$ cat config.mk
export PLATFORM = sky130hd
export DESIGN_NAME = rider_steer_seq_flat
export DESIGN_NICKNAME = d
export VERILOG_FILES = /design/src/rtl/rider_steer_seq_if.sv /design/src/rtl/rider_steer_seq.sv /design/src/flat_wrapper.sv
export SDC_FILE = /design/constraint.sdc
export NUM_CORES = 1
export LEC_CHECK = 0
export BUFFER_PORTS_ARGS = -buffer_cell sky130_fd_sc_hd__buf_4
export CAP_MARGIN = 20
export CORE_MARGIN = 8
export CORE_UTILIZATION = 50
export CTS_BUF_LIST = sky130_fd_sc_hd__clkbuf_8 sky130_fd_sc_hd__clkbuf_16
export DETAILED_ROUTE_END_ITERATION = 12
export PLACE_DENSITY = 0.79
export SLEW_MARGIN = 20
export SYNTH_ARGS = -nofsm -noshare
export SYNTH_HDL_FRONTEND = slang
export SYNTH_SLANG_ARGS = --single-unit
$ cat constraint.sdc
create_clock -name clk -period 11 [get_ports clk]
set_clock_uncertainty 0.05 [all_clocks]
set_input_delay 1.65 -clock clk [delete_from_list [all_inputs] [get_ports clk]]
set_output_delay 1.65 -clock clk [all_outputs]
set_load 0.02 [all_outputs]
$ cat src/rtl/rider_steer_seq_if.sv
// Rider-sequencer bus: load-cell samples and authorization in, rider/steer controls out.
interface rider_steer_seq_if;
    logic        vld;
    logic [11:0] lft_ld;
    logic [11:0] rght_ld;
    logic        pwr_up;
    logic        rider_off;
    logic        en_steer;

    // Source of load-cell samples and authorization (A2D side / bench).
    modport master (
        output vld, lft_ld, rght_ld, pwr_up,
        input  rider_off, en_steer
    );

    // The sequencer itself.
    modport slave (
        input  vld, lft_ld, rght_ld, pwr_up,
        output rider_off, en_steer
    );
endinterface

$ cat src/rtl/rider_steer_seq.sv
// Rider presence / steer-enable sequencer. Captures left/right load cells,
// applies hysteresis on their sum and a balance check on their difference,
// and only enables steering after the rider has stood still for a settle time.
module rider_steer_seq #(
    parameter bit          fast_sim     = 1'b1,
    parameter logic [11:0] MIN_RIDER_WT = 12'h200,
    parameter logic [11:0] WT_HYST      = 12'h40
) (
    input  logic               clk,
    input  logic               rst,
    rider_steer_seq_if.slave   bus
);

    typedef enum logic [1:0] {
        IDLE     = 2'd0,
        WAIT     = 2'd1,
        STEER_EN = 2'd2
    } state_t;

    // Thresholds are formed at 13 bits so they line up with the load-cell sum.
    localparam logic [12:0] SUM_HI = {1'b0, MIN_RIDER_WT} + {1'b0, WT_HYST};
    localparam logic [12:0] SUM_LO = {1'b0, MIN_RIDER_WT} - {1'b0, WT_HYST};

    state_t      state_q, state_d;
    logic [25:0] tmr_q, tmr_d;
    logic [11:0] lft_q, lft_d;
    logic [11:0] rght_q, rght_d;
    logic        rider_off_q, rider_off_d;
    logic        en_steer_q, en_steer_d;

    logic [12:0] sum;
    logic [12:0] diff_raw;
    logic [12:0] diff_neg;
    logic [11:0] diff;
    logic        sum_gt_min;
    logic        sum_lt_min;
    logic        diff_gt_1_4;
    logic        diff_gt_15_16;
    logic        tmr_full;

    // Load-cell capture: hold the last valid sample between strobes.
    always_comb begin
        lft_d  = bus.vld ? bus.lft_ld  : lft_q;
        rght_d = bus.vld ? bus.rght_ld : rght_q;
    end

    // Weight sum, imbalance magnitude and the threshold comparisons built on them.
    always_comb begin
        sum           = {1'b0, lft_q} + {1'b0, rght_q};
        diff_raw      = {1'b0, lft_q} - {1'b0, rght_q};
        diff_neg      = 13'd0 - diff_raw;
        diff          = diff_raw[12] ? diff_neg[11:0] : diff_raw[11:0];
        sum_gt_min    = (sum > SUM_HI);
        sum_lt_min    = (sum < SUM_LO);
        diff_gt_1_4   = ({1'b0, diff} > (sum >> 2));
        diff_gt_15_16 = ({1'b0, diff} > (sum - (sum >> 4)));
        tmr_full      = fast_sim ? (&tmr_q[14:0]) : (&tmr_q);
    end

    // Next-state and next-output logic; the timer only survives a cycle when
    // WAIT holds with no disturbance, so every other path leaves it cleared.
    always_comb begin
        state_d = state_q;
        tmr_d   = 26'd0;
        if (!bus.pwr_up) begin
            state_d = IDLE;
        end else begin
            case (state_q)
                IDLE: begin
                    if (sum_gt_min) state_d = WAIT;
                end
                WAIT: begin
                    if (sum_lt_min)       state_d = IDLE;
                    else if (diff_gt_1_4) state_d = WAIT;
                    else if (tmr_full)    state_d = STEER_EN;
                    else                  tmr_d   = tmr_q + 26'd1;
                end
                STEER_EN: begin
                    if (sum_lt_min)         state_d = IDLE;
                    else if (diff_gt_15_16) state_d = WAIT;
                end
                default: state_d = IDLE;
            endcase
        end
        rider_off_d = (state_d == IDLE);
        en_steer_d  = (state_d == STEER_EN);
    end

    // State, timer, capture and output registers.
    always_ff @(posedge clk) begin
        if (rst) begin
            state_q     <= IDLE;
            tmr_q       <= 26'd0;
            lft_q       <= 12'd0;
            rght_q      <= 12'd0;
            rider_off_q <= 1'b1;
            en_steer_q  <= 1'b0;
        end else begin
            state_q     <= state_d;
            tmr_q       <= tmr_d;
            lft_q       <= lft_d;
            rght_q      <= rght_d;
            rider_off_q <= rider_off_d;
            en_steer_q  <= en_steer_d;
        end
    end

    assign bus.rider_off = rider_off_q;
    assign bus.en_steer  = en_steer_q;

endmodule

$ cat src/flat_wrapper.sv
// flat-port wrapper written by rule: the top's interface ports become plain ports
module rider_steer_seq_flat 
#(
    parameter bit          fast_sim     = 1'b1,
    parameter logic [11:0] MIN_RIDER_WT = 12'h200,
    parameter logic [11:0] WT_HYST      = 12'h40
)
  (clk, rst, bus_vld, bus_lft_ld, bus_rght_ld, bus_pwr_up, bus_rider_off, bus_en_steer);
  rider_steer_seq_if bus_i ();
  input  logic clk;
  input  logic rst;
  input wire logic [$bits(bus_i.vld)-1:0] bus_vld;
  input wire logic [$bits(bus_i.lft_ld)-1:0] bus_lft_ld;
  input wire logic [$bits(bus_i.rght_ld)-1:0] bus_rght_ld;
  input wire logic [$bits(bus_i.pwr_up)-1:0] bus_pwr_up;
  output wire logic [$bits(bus_i.rider_off)-1:0] bus_rider_off;
  output wire logic [$bits(bus_i.en_steer)-1:0] bus_en_steer;
  assign bus_i.vld = bus_vld;
  assign bus_i.lft_ld = bus_lft_ld;
  assign bus_i.rght_ld = bus_rght_ld;
  assign bus_i.pwr_up = bus_pwr_up;
  assign bus_rider_off = bus_i.rider_off;
  assign bus_en_steer = bus_i.en_steer;
  rider_steer_seq #(.fast_sim(fast_sim), .MIN_RIDER_WT(MIN_RIDER_WT), .WT_HYST(WT_HYST)) u_core (.clk(clk), .rst(rst), .bus(bus_i));
endmodule
==> Word level (Yosys, flattened, before mapping) <==
Cells that the tools add are included.
{ "classes": {"n_addsub": 5, "n_lt_le_gt_ge": 4, "eq_ne": 3, "muxes": 9, "n_bitwise": 2, "n_reduce_logical": 4} }
{ "ops": {"columns": ["cell", "count"], "rows": [
  ["adder 26 x 1 -> 26 bit (second input constant)", 1],
  ["AND reduction 15 bit", 1],
  ["2-to-1 mux 2 bit", 7],
  ["adder 12 x 12 -> 13 bit", 1],
  ["greater-than comparator 12 x 13 -> 1 bit", 1],
  ["greater-than comparator 13 x 10 -> 1 bit (second input constant)", 1],
  ["< comparator 13 x 9 -> 1 bit (second input constant)", 1],
  ["subtractor 12 x 12 -> 13 bit", 1],
  ["subtractor 13 x 9 -> 13 bit", 1],
  ["greater-than comparator 12 x 11 -> 1 bit", 1],
  ["2-to-1 mux 12 bit", 1],
  ["subtractor 1 x 12 -> 12 bit (first input constant)", 1],
  ["one-hot mux 2 bit (3 select lines)", 1],
  ["OR reduction 6 bit", 1],
  ["equality test 2 bit (second input constant)", 2],
  ["logical NOT 2 bit", 2],
  ["equality test 2 x 1 -> 1 bit (second input constant)", 1],
  ["inverter 1 bit", 2]
]} }
{ "word_totals": {"register_bits": 54, "inputBits": 28, "out_inout_bits": 2} }

==> Logic depth before layout (Yosys ltp) <==
{ "logic_depth": {"depth_word": 9, "ltp_mapped": 26, "ltp_nobuf": 25} }

==> Least setup slack after synthesis <==
No wires, ideal clock.
{ "synth_timing": {"path_kind": "register to register", "from": "register u_core.rght_q[2]", "to": "register u_core.state_q[0]", "setup_time_ps": 119, "t_arrival_ps": 4839, "path_slack_ps": 5992, "stages_incl_launch_ff": 26, "cell_sequence": "dfxtp_1 inv_1 ha_1 buf_6 nor2b_1 a211o_1 a211o_1 ha_1 nor2b_1 o21ai_0 nand2b_1 a21o_1 a21o_1 a31o_2 a21o_1 a221oi_1 o211ai_1 xnor2_1 ha_1 nand3_1 nor4_1 a21oi_1 nand2_1 o41ai_1 or3_1 o221a_2"} }
{ "synth_between": {"elab_chain_cells": 8, "elab_cells_between_ends": 16, "classes_between": "4 x add/sub; 4 x order compare; 8 x mux"} }
{ "synth_lines": {"columns": ["element", "line_no", "source"], "rows": [
  ["start: declaration", "rider_steer_seq.sv:27", "logic [11:0] rght_q, rght_d;"],
  ["start signal: assignment", "rider_steer_seq.sv:102", "rght_q <= rght_d;"],
  ["subtractor 12 x 12 -> 13 bit", "rider_steer_seq.sv:50", "diff_raw = {1'b0, lft_q} - {1'b0, rght_q};"],
  ["subtractor 1 x 12 -> 12 bit", "rider_steer_seq.sv:51", "diff_neg = 13'd0 - diff_raw;"],
  ["2-to-1 mux 12 bit", "rider_steer_seq.sv:52", "diff = diff_raw[12] ? diff_neg[11:0] : diff_raw[11:0];"],
  ["greater-than comparator 12 x 13 -> 1 bit / greater-than comparator 12 x 11 -> 1 bit (equally long branches)", "rider_steer_seq.sv:56, rider_steer_seq.sv:55", null],
  ["2-to-1 mux 2 bit (on tied branches)", "rider_steer_seq.sv:80, rider_steer_seq.sv:74", null],
  ["2-to-1 mux 2 bit (on tied branches)", "rider_steer_seq.sv:79, rider_steer_seq.sv:73", null],
  ["one-hot mux 2 bit (3 select lines) *", "rider_steer_seq.sv:68", "case (state_q)"],
  ["2-to-1 mux 2 bit *", "rider_steer_seq.sv:65", "if (!bus.pwr_up) begin"],
  ["end signal: assignment", "rider_steer_seq.sv:99", "state_q <= state_d;"],
  ["end: declaration", "rider_steer_seq.sv:24", "state_t state_q, state_d;"]
]} }
Every way passes the cells marked *; elsewhere a longest branch is shown, timed or not.
A chain may end at the register's enable or synchronous reset.

==> Final worst setup path <==
{ "layout_timing": {"from": "register u_core.rght_q[6]", "to": "register u_core.state_q[0]"} }
Same word-level chain as after synthesis.

==> key figures <==
Outcome
  • Run status: complete, no violations

Worst setup path
  • Largest fanout of any net on the critical path: 15
  • Data required time of the worst path: 11.14 ns
  • Kind of start point of the critical path: flip-flop
  • Cell chain of the critical path: inv_1, ha_1, nor2b_1, or4_4, o21a_4, xnor2_1, ha_1, a21o_1, a21o_1, a31o_2, a21o_1, a221oi_1, o211ai_1, xnor2_1, ha_1, nand3_1, nor4_1, a21oi_1, nand2_1, o41ai_1, or3_1, o221a_2
  • Crit-path leading delay family: compound AO/OA/AOI/OAI gates
  • Sum of buffers and inverters on the critical path: 1
  • Nature of the critical path endpoint: flip-flop
  • Endpoint arrival time on the critical path: 5.76 ns
  • Critical path start-end classification: flip-flop to flip-flop
  • Reg2reg start: u_core.rght_q[6]
  • Slowest stage delay, CP: 0.55 ns
  • Worst-path cell with the longest stage delay: sky130_fd_sc_hd__ha_1
  • Worst reg2reg path endpoint: u_core.state_q[0]
  • Flop-to-flop setup slack: 5.38 ns
  • Logic depth of the worst register-to-register path: 22

Power
  • Fraction of power spent switching nets: 42.7%
  • Power per Cell Area: between 150 and 200 nW/um^2
  • Pint: 0.426 mW
  • Highest ir drop seen on vdd: between 100 and 150 uV
  • Portion of total power attributed to the clock network: 17.1%
  • Leakage dissipation: 2.11 nW
  • Portion of total power attributed to sequential cells: between 20% and 30%
  • Logic pwr share: approximately 61%
  • Reported net switching power: 0.317 mW

CTS
  • Clock tree from TritonCTS: built
  • Clock edge transition at the registers on the reported setup and hold paths: approximately 0.090 ns
  • Post-CTS setup-driven buffer insertion count: 0
  • Clock latency at the later pin of the worst-skew pair: about 0.31 ns
  • Maximum number of buffers from clock root to sink: 2
  • # clock sinks: 43
  • Number of H-tree levels: 2
  • Clock buffers created by TritonCTS: 5
  • CTS-repair resized insts: 0
  • # hold bufs at CTS: 0
  • Cell at the root of the clock tree: sky130_fd_sc_hd__clkbuf_8

STA
  • Post-layout minimum cycle time: 5.62 ns
  • Total negative slack for setup checks: 0 ns
  • Timing-limited maximum frequency: 0.178 GHz
  • Final number of max-transition violations: 0
  • Setup repair after global routing missed its margin: no
  • Worst slew margin relative to its limit: roughly 43%
  • Measured slew at the worst slew-check pin: 0.859 ns
  • Endpoints failing hold: 0
  • Final count of negative-setup-slack endpoints: 0
  • Worst hold margin: 0.446 ns
  • Post-route clock period utilization: 51.1%

Logic synthesis
  • Number of flip-flops and latches in the synthesized netlist: 43
  • Post-synthesis cell type with the largest combined area: sky130_fd_sc_hd__dfxtp_1
  • EDFF count, synth: 0
  • Average footprint of a synthesized cell: 8.59 um^2
  • Area of the mapped netlist: 4500 um^2
  • Number of cells produced by synthesis: approximately 520
  • Netlist cell types: 76
  • Synth Warn #: 0
  • Largest cells by area after synthesis: sky130_fd_sc_hd__dfxtp_1 (19%), sky130_fd_sc_hd__ha_1 (15%), sky130_fd_sc_hd__mux2i_1 (6.2%)
  • Synthesized Nets: 610
  • Most frequently used flop master after synthesis: sky130_fd_sc_hd__dfxtp_1
  • Area share of the largest cell type after synthesis: a little under a fifth
  • FFs w/ async S/R, synth: 0%
  • Sequential cell area fraction in the yosys report: 19.1%

Placed design
  • DP Wirelength: between 7000 and 8000 um
  • Post-DP Area: 4750 um^2
  • I/O Buffers: 29
  • Routability congestion estimate from global placement: 0.875

Floorplan
  • Die area: 12,300 um^2
  • Floorplan row count: 34
  • Top-level port count: 30
  • Die X: 111 um
  • Initial core utilization: 51.6%
  • Y dimension of the die: 111 um
  • Floorplan core area: 8720 um^2

GRT
  • Total congestion overflow: 0
  • Antenna violations before repair: 0
  • Overall fraction of global-route tracks in use: 15.7%
  • Via count of the first global-routing pass: 3,784
  • First-pass GRT wire length: between 15,000 and 20,000 um
  • Pin count of the biggest net entering global routing: 26

Routing
  • Wire length reported by the detailed router: ~9800 um
  • Detailed-route DRC error count: 0
  • Vias after detailed routing: 3,800
  • WL/cell: 15.0 um
  • Drt initial violations: around 140
  • First drt pass iteration count: 4
  • Vias per cell: 5.83
  • Number of antenna-violating nets in the routed design: 0

Hold path
  • Worst hold path startpoint: u_core.tmr_q[0]
  • Worst min path class: flip-flop to flip-flop
  • Number of stages on the worst hold path: 1
  • End point of the most critical hold path: u_core.tmr_q[0]

Cells and area
  • Highest-count cells in the layout ignoring fill and taps: sky130_fd_sc_hd__nor2_1 (56), sky130_fd_sc_hd__ha_1 (55), sky130_fd_sc_hd__dfxtp_1 (43)
  • Area growth syn-to-layout: 7.97%
  • Ant diodes: 0
  • Commonest non-fill, non-tap cell in the layout: sky130_fd_sc_hd__nor2_1
  • Net total in the final layout: 629
  • Final instance area: 4860 um^2
  • Share of final-layout standard cells stronger than drive strength 1: 13.8%

Job
  • Max-capacitance violation count: 0
[metal layers]
metal	GRT usage, %	wire (um)	vias to the layer above	part of all wire [%]
met5	0	0	-	0
met4	5.77	215	0	2.2
met3	1.89	281	21	2.9
met2	27.9	4740	78	48
met1	18.7	4570	1781	47
li1	-	-	1920	-
[power groups by stage]
| stage | Clock (mW) | Combinational [mW] | Sequential (mW) |
|---|---|---|---|
| floorplan | 0 | 0.358 | 0.170 |
| global placement | 0 | 0.425 | 0.170 |
| detailed placement | 0 | 0.445 | 0.171 |
| finish | 0.127 | 0.449 | 0.167 |
| CTS | 0.130 | 0.448 | 0.167 |
| global route | 0.136 | 0.500 | 0.168 |
[worst reg2reg max path, cell delays in order, from the launching register on]
cell and delay, ns:
sky130_fd_sc_hd__dfxtp_1 0.36, sky130_fd_sc_hd__inv_1 0.05, sky130_fd_sc_hd__ha_1 0.55, sky130_fd_sc_hd__nor2b_1 0.12, sky130_fd_sc_hd__or4_4 0.45, sky130_fd_sc_hd__o21a_4 0.24
sky130_fd_sc_hd__xnor2_1 0.35, sky130_fd_sc_hd__ha_1 0.34, sky130_fd_sc_hd__a21o_1 0.17, sky130_fd_sc_hd__a21o_1 0.19, sky130_fd_sc_hd__a31o_2 0.21, sky130_fd_sc_hd__a21o_1 0.20
sky130_fd_sc_hd__a221oi_1 0.35, sky130_fd_sc_hd__o211ai_1 0.15, sky130_fd_sc_hd__xnor2_1 0.17, sky130_fd_sc_hd__ha_1 0.33, sky130_fd_sc_hd__nand3_1 0.10, sky130_fd_sc_hd__nor4_1 0.32
sky130_fd_sc_hd__a21oi_1 0.07, sky130_fd_sc_hd__nand2_1 0.09, sky130_fd_sc_hd__o41ai_1 0.09, sky130_fd_sc_hd__or3_1 0.32, sky130_fd_sc_hd__o221a_2 0.25
[flip-flops by register name, indices dropped and copies added (netlist names)]
signal and flops:
u_core.bus.rider_off 1, u_core.state_q 2, u_core.bus.en_steer 1, u_core.tmr_q 15
u_core.lft_q 12, u_core.rght_q 12
[Yosys cell counts, types with 3 or more instances]
master                     count
sky130_fd_sc_hd__fa_1          3
sky130_fd_sc_hd__nor2b_1      12
sky130_fd_sc_hd__ha_1         55
sky130_fd_sc_hd__nor2_1       56
sky130_fd_sc_hd__a211o_1       3
sky130_fd_sc_hd__o21a_1        4
sky130_fd_sc_hd__o211ai_1      5
sky130_fd_sc_hd__xor2_1       14
sky130_fd_sc_hd__a211oi_1      3
sky130_fd_sc_hd__inv_1        37
sky130_fd_sc_hd__a21oi_1      21
sky130_fd_sc_hd__mux2i_1      28
sky130_fd_sc_hd__xnor3_1       3
sky130_fd_sc_hd__nand2b_1     17
sky130_fd_sc_hd__a211oi_2      4
sky130_fd_sc_hd__nor3_2       10
sky130_fd_sc_hd__xnor2_1      32
sky130_fd_sc_hd__nand3_1      17
sky130_fd_sc_hd__nand4_1       4
sky130_fd_sc_hd__a31oi_1       6
sky130_fd_sc_hd__o21ai_0      12
sky130_fd_sc_hd__a21o_1       12
sky130_fd_sc_hd__nand2_1      15
sky130_fd_sc_hd__nor3_1       12
sky130_fd_sc_hd__dfxtp_1      43
sky130_fd_sc_hd__buf_4         3
sky130_fd_sc_hd__nor3b_1       3
sky130_fd_sc_hd__or3_1         6
sky130_fd_sc_hd__nor4_1        3
sky130_fd_sc_hd__clkbuf_1      7
sky130_fd_sc_hd__buf_6         4
sky130_fd_sc_hd__o31ai_1       4
sky130_fd_sc_hd__and3_1        7
[through the flow]
step	cells	total power, mW	setup WS, ns	utilization [%]
floorplan	524	0.528	5.99	-
global placement	644	0.595	5.64	54.5
detailed placement	644	0.615	5.46	54.5
CTS	652	0.744	5.43	55.8
global route	652	0.804	5.02	55.8
finish	652	0.743	5.38	55.8
[cell families (layout without fill, tap and decap cells)]
family | Yosys count | count (layout) | synth area share [%]
mux | 29 | 29 | 6.47
compound gates | 111 | 111 | 19.1
fa+ha+maj | 59 | 59 | 16.8
simple gates | 176 | 176 | 21.5
xor+xnor | 51 | 51 | 11.4
flops | 43 | 43 | 19.1
buf+inv | 55 | 75 | 5.53
[how the worst max path moves through the flow]
stage / from / endpoint / slack [ns] / depth (start not counted)
after floorplan: u_core.rght_q[2] / u_core.state_q[0] / 5.99 / 25
after global placement: u_core.rght_q[6] / u_core.state_q[0] / 5.64 / 22
after detailed placement: u_core.rght_q[6] / u_core.state_q[0] / 5.46 / 22
after CTS: u_core.rght_q[6] / u_core.state_q[0] / 5.43 / 22
after global routing: u_core.rght_q[2] / u_core.state_q[0] / 5.02 / 24
final: u_core.rght_q[6] / u_core.state_q[0] / 5.38 / 22
[area by class of cell]
type	count	area, um^2
Multi-Input combinational cell	426	3390
Clock buffer	5	68.8
Tap cell	108	135
Clock inverter	3	43.8
Sequential cell	43	861
Fill cell	765	3860
Timing Repair Buffer	29	218
Inverter	38	143
(Power assumes the default switching activity.)
